===== src/rtl/sccb_pkg.sv =====
// Shared types and widths for the SCCB responder.
package sccb_pkg;

    localparam int SCCB_DEV_ADDR_W = 7;
    localparam int SCCB_REG_ADDR_W = 16;
    localparam int SCCB_DATA_W     = 8;

    typedef enum logic [3:0] {
        IDLE,
        DEV,
        DEV_ACK,
        AH,
        AH_ACK,
        AL,
        AL_ACK,
        WR,
        WR_ACK,
        RD,
        RD_ACK,
        IGNORE
    } sccb_slave_state_t;

endpackage


===== src/rtl/sccb_slave_if.sv =====
// SCCB pin bundle plus the register-file strobe side of the responder.
interface sccb_slave_if;
    import sccb_pkg::*;

    logic                       scl_i;
    logic                       scl_o;
    logic                       scl_oe;
    logic                       sda_i;
    logic                       sda_o;
    logic                       sda_oe;
    logic [SCCB_REG_ADDR_W-1:0] reg_addr_o;
    logic                       wr_en_o;
    logic [SCCB_DATA_W-1:0]     wr_data_o;
    logic                       rd_req_o;
    logic [SCCB_DATA_W-1:0]     rd_data_i;
    logic                       busy_o;

    modport slave (
        input  scl_i, sda_i, rd_data_i,
        output scl_o, scl_oe, sda_o, sda_oe, reg_addr_o,
               wr_en_o, wr_data_o, rd_req_o, busy_o
    );

    modport master (
        output scl_i, sda_i, rd_data_i,
        input  scl_o, scl_oe, sda_o, sda_oe, reg_addr_o,
               wr_en_o, wr_data_o, rd_req_o, busy_o
    );

endinterface


===== src/rtl/sccb_line_cond.sv =====
// Input conditioning for one SCCB line: 2-FF synchronizer, optionally
// followed by a counter glitch filter (SCCB_SLAVE_GLITCH_FILTER_EN).
// Idle bus level is high, so every stage resets to 1 to avoid fake edges.
module sccb_line_cond #(
    parameter int FILTER_LEN = 4
) (
    input  logic clk_i,
    input  logic rst_n_i,
    input  logic line_i,
    output logic line_o
);

    logic [1:0] sync;

    // two-stage synchronizer
    always_ff @(posedge clk_i or negedge rst_n_i) begin
        if (!rst_n_i) sync <= 2'b11;
        else          sync <= {sync[0], line_i};
    end

`ifdef SCCB_SLAVE_GLITCH_FILTER_EN
    localparam bit FILT_EN = 1'b1;
`else
    localparam bit FILT_EN = 1'b0;
`endif

    // A length of 1 needs no counter: the synchronizer output is already it.
    generate
        if (FILT_EN && FILTER_LEN > 1) begin : g_filt
            localparam int CW = $clog2(FILTER_LEN);
            logic [CW-1:0] cnt;
            logic          filt;

            // toggle only after FILTER_LEN consecutive differing samples
            always_ff @(posedge clk_i or negedge rst_n_i) begin
                if (!rst_n_i) begin
                    cnt  <= '0;
                    filt <= 1'b1;
                end else if (sync[1] == filt) begin
                    cnt <= '0;
                end else if (cnt == CW'(FILTER_LEN - 1)) begin
                    filt <= sync[1];
                    cnt  <= '0;
                end else begin
                    cnt <= cnt + 1'b1;
                end
            end
            assign line_o = filt;
        end else begin : g_direct
            assign line_o = sync[1];
        end
    endgenerate

endmodule


===== src/rtl/sccb_slave.sv =====
// SCCB responder: decodes device address, 16-bit register pointer and data
// bytes into a register-file strobe interface. Never stretches SCL; SDA is
// open-drain (only sda_oe moves). Optional glitch filter on both lines is
// enabled with `define SCCB_SLAVE_GLITCH_FILTER_EN.
module sccb_slave
    import sccb_pkg::*;
#(
    parameter logic [SCCB_DEV_ADDR_W-1:0] SLAVE_ADDR = 7'h3c,
    parameter int                         FILTER_LEN = 4
) (
    input logic         clk_i,
    input logic         rst_n_i,
    sccb_slave_if.slave bus
);

    logic scl_c, sda_c, scl_q, sda_q;
    logic scl_rise, scl_fall, start_det, stop_det;

    sccb_line_cond #(.FILTER_LEN(FILTER_LEN)) u_scl_cond (
        .clk_i(clk_i), .rst_n_i(rst_n_i), .line_i(bus.scl_i), .line_o(scl_c)
    );
    sccb_line_cond #(.FILTER_LEN(FILTER_LEN)) u_sda_cond (
        .clk_i(clk_i), .rst_n_i(rst_n_i), .line_i(bus.sda_i), .line_o(sda_c)
    );

    // previous conditioned levels for edge detection
    always_ff @(posedge clk_i or negedge rst_n_i) begin
        if (!rst_n_i) begin
            scl_q <= 1'b1;
            sda_q <= 1'b1;
        end else begin
            scl_q <= scl_c;
            sda_q <= sda_c;
        end
    end

    assign scl_rise  =  scl_c & ~scl_q;
    assign scl_fall  = ~scl_c &  scl_q;
    assign start_det =  scl_c &  scl_q &  sda_q & ~sda_c;
    assign stop_det  =  scl_c &  scl_q & ~sda_q &  sda_c;

    sccb_slave_state_t          state;
    logic [3:0]                 bit_cnt;
    logic [SCCB_DATA_W-1:0]     shreg, addr_hi, wr_data, byte_in;
    logic [SCCB_REG_ADDR_W-1:0] reg_addr;
    logic                       rw, sda_oe_q, wr_en, rd_req, rd_cap, busy;

    assign byte_in = {shreg[6:0], sda_c};

    // protocol FSM; START/STOP override any bit activity in the same cycle
    always_ff @(posedge clk_i or negedge rst_n_i) begin
        if (!rst_n_i) begin
            state    <= IDLE;
            bit_cnt  <= '0;
            shreg    <= '0;
            addr_hi  <= '0;
            wr_data  <= '0;
            reg_addr <= '0;
            rw       <= 1'b0;
            sda_oe_q <= 1'b0;
            wr_en    <= 1'b0;
            rd_req   <= 1'b0;
            rd_cap   <= 1'b0;
            busy     <= 1'b0;
        end else begin
            wr_en  <= 1'b0;
            rd_req <= 1'b0;
            rd_cap <= rd_req;
            // pointer advances the cycle after each write strobe
            if (wr_en)  reg_addr <= reg_addr + 16'd1;
            // read data is taken one cycle after the request
            if (rd_cap) shreg <= bus.rd_data_i;

            if (start_det) begin
                state    <= DEV;
                bit_cnt  <= '0;
                sda_oe_q <= 1'b0;
            end else if (stop_det) begin
                state    <= IDLE;
                sda_oe_q <= 1'b0;
                busy     <= 1'b0;
            end else begin
                case (state)
                    DEV, AH, AL, WR: begin
                        if (scl_rise) begin
                            shreg   <= byte_in;
                            bit_cnt <= bit_cnt + 4'd1;
                            if (bit_cnt == 4'd7) begin
                                bit_cnt <= '0;
                                case (state)
                                    DEV: begin
                                        if (byte_in[7:1] == SLAVE_ADDR) begin
                                            state <= DEV_ACK;
                                            busy  <= 1'b1;
                                            rw    <= byte_in[0];
                                        end else begin
                                            state <= IGNORE;
                                        end
                                    end
                                    AH: begin
                                        addr_hi <= byte_in;
                                        state   <= AH_ACK;
                                    end
                                    AL: begin
                                        reg_addr <= {addr_hi, byte_in};
                                        state    <= AL_ACK;
                                    end
                                    default: begin
                                        wr_en   <= 1'b1;
                                        wr_data <= byte_in;
                                        state   <= WR_ACK;
                                    end
                                endcase
                            end
                        end
                    end
                    DEV_ACK, AH_ACK, AL_ACK, WR_ACK: begin
                        // read turnaround starts on the ACK clock's rising edge
                        if (scl_rise && state == DEV_ACK && rw) rd_req <= 1'b1;
                        if (scl_fall) begin
                            if (!sda_oe_q) begin
                                sda_oe_q <= 1'b1;
                            end else begin
                                bit_cnt  <= '0;
                                sda_oe_q <= 1'b0;
                                case (state)
                                    DEV_ACK: begin
                                        if (rw) begin
                                            state    <= RD;
                                            sda_oe_q <= ~shreg[7];
                                        end else begin
                                            state <= AH;
                                        end
                                    end
                                    AH_ACK:  state <= AL;
                                    default: state <= WR;
                                endcase
                            end
                        end
                    end
                    RD: begin
                        if (scl_rise) begin
                            bit_cnt <= bit_cnt + 4'd1;
                        end else if (scl_fall) begin
                            if (bit_cnt == 4'd8) begin
                                sda_oe_q <= 1'b0;
                                state    <= RD_ACK;
                            end else begin
                                shreg    <= {shreg[6:0], 1'b0};
                                sda_oe_q <= ~shreg[6];
                            end
                        end
                    end
                    RD_ACK: begin
                        if (scl_rise) begin
                            if (!sda_c) begin
                                reg_addr <= reg_addr + 16'd1;
                                rd_req   <= 1'b1;
                            end else begin
                                state <= IGNORE;
                            end
                        end else if (scl_fall) begin
                            state    <= RD;
                            bit_cnt  <= '0;
                            sda_oe_q <= ~shreg[7];
                        end
                    end
                    default: ;
                endcase
            end
        end
    end

    assign bus.scl_o      = 1'b0;
    assign bus.scl_oe     = 1'b0;
    assign bus.sda_o      = 1'b0;
    assign bus.sda_oe     = sda_oe_q;
    assign bus.reg_addr_o = reg_addr;
    assign bus.wr_en_o    = wr_en;
    assign bus.wr_data_o  = wr_data;
    assign bus.rd_req_o   = rd_req;
    assign bus.busy_o     = busy;

endmodule


===== src/flat_wrapper.sv =====
// flat-port wrapper written by rule: the top's interface ports become plain ports
module sccb_slave_flat import sccb_pkg::*;
#(
    parameter logic [SCCB_DEV_ADDR_W-1:0] SLAVE_ADDR = 7'h3c,
    parameter int                         FILTER_LEN = 4
)
  (clk_i, rst_n_i, bus_scl_i, bus_sda_i, bus_rd_data_i, bus_scl_o, bus_scl_oe, bus_sda_o, bus_sda_oe, bus_reg_addr_o, bus_wr_en_o, bus_wr_data_o, bus_rd_req_o, bus_busy_o);
  sccb_slave_if bus_i ();
  input logic clk_i;
  input logic rst_n_i;
  input wire logic [$bits(bus_i.scl_i)-1:0] bus_scl_i;
  input wire logic [$bits(bus_i.sda_i)-1:0] bus_sda_i;
  input wire logic [$bits(bus_i.rd_data_i)-1:0] bus_rd_data_i;
  output wire logic [$bits(bus_i.scl_o)-1:0] bus_scl_o;
  output wire logic [$bits(bus_i.scl_oe)-1:0] bus_scl_oe;
  output wire logic [$bits(bus_i.sda_o)-1:0] bus_sda_o;
  output wire logic [$bits(bus_i.sda_oe)-1:0] bus_sda_oe;
  output wire logic [$bits(bus_i.reg_addr_o)-1:0] bus_reg_addr_o;
  output wire logic [$bits(bus_i.wr_en_o)-1:0] bus_wr_en_o;
  output wire logic [$bits(bus_i.wr_data_o)-1:0] bus_wr_data_o;
  output wire logic [$bits(bus_i.rd_req_o)-1:0] bus_rd_req_o;
  output wire logic [$bits(bus_i.busy_o)-1:0] bus_busy_o;
  assign bus_i.scl_i = bus_scl_i;
  assign bus_i.sda_i = bus_sda_i;
  assign bus_i.rd_data_i = bus_rd_data_i;
  assign bus_scl_o = bus_i.scl_o;
  assign bus_scl_oe = bus_i.scl_oe;
  assign bus_sda_o = bus_i.sda_o;
  assign bus_sda_oe = bus_i.sda_oe;
  assign bus_reg_addr_o = bus_i.reg_addr_o;
  assign bus_wr_en_o = bus_i.wr_en_o;
  assign bus_wr_data_o = bus_i.wr_data_o;
  assign bus_rd_req_o = bus_i.rd_req_o;
  assign bus_busy_o = bus_i.busy_o;
  sccb_slave #(.SLAVE_ADDR(SLAVE_ADDR), .FILTER_LEN(FILTER_LEN)) u_core (.clk_i(clk_i), .rst_n_i(rst_n_i), .bus(bus_i));
endmodule

===== config.mk =====
export PLATFORM = sky130hd
export DESIGN_NAME = sccb_slave_flat
export DESIGN_NICKNAME = d
export VERILOG_FILES = /design/src/rtl/sccb_pkg.sv /design/src/rtl/sccb_slave_if.sv /design/src/rtl/sccb_line_cond.sv /design/src/rtl/sccb_slave.sv /design/src/flat_wrapper.sv
export SDC_FILE = /design/constraint.sdc
export NUM_CORES = 1
export LEC_CHECK = 0
export ABC_CLOCK_PERIOD_IN_PS = 2640
export CAP_MARGIN = 20
export CORE_MARGIN = 2
export CORE_UTILIZATION = 30
export DETAILED_ROUTE_END_ITERATION = 12
export PLACE_DENSITY_LB_ADDON = 0.2
export SYNTH_ARGS = -nofsm -noshare
export SYNTH_HDL_FRONTEND = slang
export SYNTH_SLANG_ARGS = --single-unit

===== constraint.sdc =====
create_clock -name clk_i -period 2.64 [get_ports clk_i]
set_input_delay 0.528 -clock clk_i [delete_from_list [all_inputs] [get_ports clk_i]]
set_output_delay 0.528 -clock clk_i [all_outputs]
set_load 0.02 [all_outputs]

After elaboration in Yosys (flattened, before gate mapping)
Index checks and enable logic that the tools add are counted.
{ "totals": {"register_bits": 60, "out_inout_bits": 31, "in_bits": 12, "latchBits": 0, "romBits": 0, "mem_bits_rw": 0, "memories": 0} }
{ "op_classes": {"n_reduce_logical": 20, "order_cmp": 0, "bitwise": 16, "n_eq_ne": 31, "div": 0, "muxes": 74, "shift": 0, "n_addsub": 2, "multipliers": 0} }
{ "ops": {"columns": ["op", "n"], "rows": [
  ["$mux W16", 8],
  ["$mux W4", 23],
  ["$mux W8", 7],
  ["$pmux W16 S2", 1],
  ["$pmux W4 S4", 2],
  ["$mux W1", 28],
  ["$ne A4 B1 Y1 const B", 7],
  ["$reduce_and A6 Y1", 4],
  ["$eq A4 B3 Y1 const B", 5],
  ["$add A16 B1 Y16 const B", 1],
  ["$eq A4 B4 Y1 const B", 4],
  ["$pmux W8 S2", 1],
  ["$ne A3 B1 Y1 const B", 5],
  ["$pmux W4 S3", 1],
  ["$reduce_and A10 Y1", 1],
  ["$reduce_bool A2 Y1", 5],
  ["$reduce_bool A5 Y1", 2],
  ["$not A1 Y1", 9],
  ["$eq A4 B2 Y1 const B", 2],
  ["$ne A4 B4 Y1 const B", 2],
  ["$pmux W4 S2", 1],
  ["$reduce_and A8 Y1", 1],
  ["$reduce_or A4 Y1", 2],
  ["$and A1 B1 Y1", 7],
  ["13 further kinds", 14]
]} }

Logic depth before layout (Yosys ltp)
{ "logic_depth": {"depth_word": 8, "mapped_depth": 9, "ltp_nobuf": 8} }

Modules after synthesis
Synthesis repeated with hierarchy kept, for this count alone.
{ "unflattened": {"hier_cells": 369, "area_unflattened_um2": 3602.2} }
{ "modules_own_cells": {"columns": ["module", "cells_per_inst", "n_inst", "area_per_inst_um2", "seq_area_each_um2"], "rows": [
  ["sccb_slave", 365, 1, 3497.1, 1403.8],
  ["sccb_line_cond", 2, 2, 52.6, 52.6]
]} }

Worst setup path after synthesis
OpenSTA, ideal clock, no wires.
{ "synth_path": {"kind": "reg-to-reg", "from": "register u_core.reg_addr[0] (netlist: u_core.bus.reg_addr_o[0])", "to": "register u_core.reg_addr[14] (netlist: u_core.bus.reg_addr_o[14])", "period_less_slack_ns": 2.121, "arrival_ns": 2.001, "stages_incl_launch_ff": 8, "path_slack_ns": 0.519, "path_cell_list": "dfrtp_1 ha_1 nand2_1 or3_4 nor2_2 nand3_1 or3_1 a31o_1"} }
{ "synth_via": {"elab_chain_cells": 8} }
{ "synth_lines": {"columns": ["item", "line", "source"], "rows": [
  ["start: declaration", "sccb_slave.sv:45", "logic [SCCB_REG_ADDR_W-1:0] reg_addr;"],
  ["start signal: assignment", "sccb_slave.sv:70", "if (wr_en) reg_addr <= reg_addr + 16'd1;"],
  ["start signal: assignment", "sccb_slave.sv:105", "reg_addr <= {addr_hi, byte_in};"],
  ["start signal: assignment", "sccb_slave.sv:157", "reg_addr <= reg_addr + 16'd1;"],
  ["$add A16 B1 Y16 (*)", "sccb_slave.sv:70, sccb_slave.sv:157", null],
  ["$mux W16", "sccb_slave.sv:70", null],
  ["$mux W16", "sccb_slave.sv:90", "case (state)"],
  ["$mux W16", "sccb_slave.sv:88", "if (bit_cnt == 4'd7) begin"],
  ["$mux W16", "sccb_slave.sv:85", "if (scl_rise) begin"],
  ["$pmux W16 S2", "sccb_slave.sv:83", "case (state)"],
  ["$mux W16", "sccb_slave.sv:78", "end else if (stop_det) begin"],
  ["$mux W16 (*)", "sccb_slave.sv:74", "if (start_det) begin"]
]} }
Every way passes the cells marked *; elsewhere a longest branch is shown, timed or not.
A chain may end at the register's enable or synchronous reset.

Worst setup path after layout
{ "layout_path": {"from": "register u_core.u_scl_cond.sync[1]", "to": "register u_core.reg_addr[4] (netlist: u_core.bus.reg_addr_o[4])"} }
{ "layout_via": {"elab_chain_cells": 5} }
{ "layout_lines": {"columns": ["item", "line", "source"], "rows": [
  ["start: declaration", "sccb_line_cond.sv:13", "logic [1:0] sync;"],
  ["start signal: assignment", "sccb_line_cond.sv:18", "else sync <= {sync[0], line_i};"],
  ["$and A1 B1 Y1 (on tied branches)", "sccb_slave.sv:37, sccb_slave.sv:39, sccb_slave.sv:40", null],
  ["$mux W16 (tied with other cells)", "sccb_slave.sv:155", "if (scl_rise) begin"],
  ["$pmux W16 S2 or $and A1 B1 Y1 (tied branches)", "sccb_slave.sv:83, sccb_slave.sv:40", null],
  ["$mux W16", "sccb_slave.sv:78", null],
  ["$mux W16 (*)", "sccb_slave.sv:74", null]
]} }
Marks and branches as above.

==> flow_metrics.env <==
export IMPL_final_nets=442
export IMPL_core_um2=11900
export IMPL_yosys_warnings=0
export IMPL_dpl_hpwl_um=7270
export IMPL_insertedDiodeCount=0
export IMPL_crit_end="u_core.bus.reg_addr_o[4]$_DFF_PN0_"
export IMPL_slew_violations=0
export IMPL_cts_buffer_depth=2
export IMPL_cp_depth=6
export IMPL_initial_core_util_pct=30.4
export IMPL_cts_setup_buffers=0
export IMPL_fp_dieH_um=114
export IMPL_cts_root_buf="clkbuf_16"
export IMPL_clkPwrFrac_pct=31.3
export IMPL_grt_pass1_vias=3039
export IMPL_ys_top_cells_by_area="dfrtp_1 (37%), mux2_2 (5.9%), dfstp_2 (4.4%)"
export IMPL_ys_seq_area_share_pct=41.8
export IMPL_ant_nets=0
export IMPL_cts_buffers=9
export IMPL_drt_vias_per_instance=5.47
export IMPL_row_count=40
export IMPL_layout_drive_gt1_share_pct=16.0
export IMPL_syn_instance_count=385
export IMPL_route_detailed_drc=0
export IMPL_required_ns=2.84
export IMPL_min_path_type="input port to async pin"
export IMPL_ir_drop_uv=425
export IMPL_maxCapViolations=0
export IMPL_crit_path_max_fanout=12
export IMPL_power_leakage_nw=1.84
export IMPL_final_min_clock_period_ns=2.28
export IMPL_wire_per_inst_um=17.5
export IMPL_grt_pass1_wl_um=16600
export IMPL_syn_avg_cell_area_um2=9.37
export IMPL_worstPathBufferInverterCount=0
export IMPL_worstMarginPinSlew_ns=0.892
export IMPL_p_switching_mw=1.52
export IMPL_max_stage_delay_ns=0.65
export IMPL_grt_max_degree=41
export IMPL_slew_headroom_pct=40.5
export IMPL_cts_sinks=60
export IMPL_crit_path_start="u_core.u_scl_cond.sync[1]$_DFF_PN1_"
export IMPL_yosysMostFrequentCell="dfrtp_1"
export IMPL_die_w_um=114
export IMPL_hold_viol_final=0
export IMPL_intPower_mw=2.54
export IMPL_cts_tree="yes"
export IMPL_clock_latency_ns=0.33
export IMPL_synth_ff_type="dfrtp_1"
export IMPL_async_flop_share_pct=100
export IMPL_finalWirelength_um=10100
export IMPL_synth_cell_types=73
export IMPL_synth_seq_cells=60
export IMPL_synth_top_cell_area_share_pct=37.5
export IMPL_setup_worst_path_end_class="flop"
export IMPL_finalSetupViolations=0
export IMPL_tns_ns=0
export IMPL_path_cells="nor3b_2 > o21ai_1 > a21oi_1 > nor2_1 > a221oi_1 > o22ai_1"
export IMPL_synthTopCellsByCount="dfrtp_1 (54), nand2_1 (33), o21ai_0 (28), nor2_1 (27), a21oi_1 (24)"
export IMPL_swShare_pct=37.4
export IMPL_start_kind="flop"
export IMPL_arrival_ns=2.47
export IMPL_vias=3159
export IMPL_dieArea_um2=12900
export IMPL_drtIter0Drc=236
export IMPL_period_share_pct=86.3
export IMPL_hold_buffers=0
export IMPL_antenna_found_initial=0
export IMPL_grt_ovfl_total=0
export IMPL_r2r_end="u_core.bus.reg_addr_o[4]$_DFF_PN0_"
export IMPL_skew_ns=0.00614
export IMPL_seqPwrFrac_pct=35.1
export IMPL_status="completed"
export IMPL_grtUsageTotal_pct=16.4
export IMPL_power_density_nw_per_um2=904
export IMPL_combPwrFrac_pct=33.6
export IMPL_rsz0062_at_grt="no"
export IMPL_slowest_stage="dfstp_2"
export IMPL_final_util_pct=37.8
export IMPL_io_pins=43
export IMPL_synth_edf_count=0
export IMPL_gp_congestion=0.895
export IMPL_path_class="flop to flop"
export IMPL_yosys_area_top_type="dfrtp_1"
export IMPL_syn_cell_area_um2=3610
export IMPL_area_growth_pct=24.4
export IMPL_clk_pin_slew_ns=0.06
export IMPL_worstReg2RegStart="u_core.u_scl_cond.sync[1]$_DFF_PN1_"
export IMPL_reg2reg_slack_ns=0.36
export IMPL_nFillCells=1207
export IMPL_drt_pass1_iter_count=5
export IMPL_cp_top_family="compound AO/OA/AOI/OAI gates"
export IMPL_cts_resized=0
export IMPL_fmax_ghz=0.439
export IMPL_port_buffers=39
export IMPL_htree_levels=3
export IMPL_rr_worst_depth=6
placed cells by master (no fill, tap or decap), types with 4 or more instances in the layout:
cell type | synthesis | final
a21oi_1 | 24 | 24
a31oi_1 | 8 | 8
and3_1 | 7 | 7
buf_4 | 3 | 10
clkbuf_16 | 0 | 9
clkdlybuf4s50_1 | 0 | 38
dfrtp_1 | 54 | 54
dfstp_2 | 6 | 6
inv_1 | 12 | 12
mux2_2 | 19 | 19
mux2i_1 | 8 | 8
nand2_1 | 33 | 33
nand2b_1 | 6 | 6
nand3_1 | 12 | 12
nand3b_1 | 4 | 4
nand4_1 | 5 | 5
nor2_1 | 27 | 27
nor2b_1 | 4 | 4
nor3_1 | 10 | 10
nor3b_1 | 4 | 4
o21ai_0 | 28 | 28
o21ai_1 | 4 | 4
o221ai_1 | 4 | 4
o22ai_1 | 5 | 5
xnor2_1 | 5 | 5
xor2_1 | 8 | 8
kinds of logic (layout without fill, tap and decap cells):
logic type	Yosys count	after routing	synth area share, %
xor gates and xnor gates	13	13	3.16
and+or+nand+nor	143	143	22.9
DFF	60	60	41.8
other	1	3	0.104
adders and majority gates	3	3	1.04
AOI/OAI and AO/OA	105	105	18.5
buffers and inverters	33	77	4.27
muxes	27	27	8.15
worst min path at each step:
stage,from,endpoint,slack [ns],cells after the start
final,rst_n_i,u_core.state[2]$_DFFE_PN0P_,0.18,1
after global routing,rst_n_i,u_core.state[2]$_DFFE_PN0P_,0.22,1
after CTS,rst_n_i,u_core.state[2]$_DFFE_PN0P_,0.20,1
after detailed placement,u_core.u_scl_cond.sync[0]$_DFF_PN1_,u_core.u_scl_cond.sync[1]$_DFF_PN1_,0.35,0
after global placement,u_core.u_scl_cond.sync[0]$_DFF_PN1_,u_core.u_scl_cond.sync[1]$_DFF_PN1_,0.35,0
after floorplan,rst_n_i,u_core.addr_hi[0]$_DFFE_PN0P_,0.23,0
power by group through the flow:
stage	Combinational (mW)	Clock, mW	Sequential (mW)
2_1_floorplan	1.04	0	1.29
3_3_place_gp	1.35	0	1.43
3_5_place_dp	1.35	0	1.43
4_1_cts	1.36	1.30	1.42
5_1_grt	1.51	1.34	1.46
6_report	1.36	1.27	1.42
through the flow:
step	instances	hold WS, ns	power, mW	setup WS (ns)	cell area [µm²]
detailed placement	563	0.347	2.79	0.415	4170
finish	578	0.185	4.05	0.363	4490
floorplan	387	0.232	2.33	0.519	3610
CTS	578	0.200	4.07	0.406	4490
global route	578	0.220	4.31	0.126	4490
global placement	563	0.346	2.78	0.421	4170
routing by layer:
layer | routed length (µm) | GRT usage (%) | vias to the layer above
met5 | 0 | 0 | -
met4 | 181 | 6.75 | 0
met3 | 535 | 2.98 | 13
met2 | 4410 | 23.5 | 118
met1 | 4990 | 24.4 | 1535
li1 | - | - | 1493
worst register-to-register path: cells and delay by family (launching register included):
| family | cells | cell delay [ns] |
|---|---|---|
| AND/OR/NAND/NOR | 2 | 0.45 |
| flip-flops | 1 | 0.65 |
| AO/OA/AOI/OAI | 4 | 1.06 |
flip-flops by register name (all words and copies together), names as in the netlist, 2 cells and up:
signal and flops:
u_core.state 4, u_core.u_sda_cond.sync 2, u_core.addr_hi 8, u_core.u_scl_cond.sync 2, u_core.bit_cnt 4, u_core.shreg 8, u_core.bus.reg_addr_o 16, u_core.bus.wr_data_o 8
final cells by class:
class	instances	area (µm²)	area share [%]
Clock buffer	11	243	5.41
Clock inverter	4	73.8	1.65
Inverter	12	45.0	1.00
Multi-Input combinational cell	294	1950	43.5
Sequential cell	60	1510	33.6
Tap cell	147	184	4.10
Timing Repair Buffer	50	480	10.7
(Power assumes the default switching activity.)
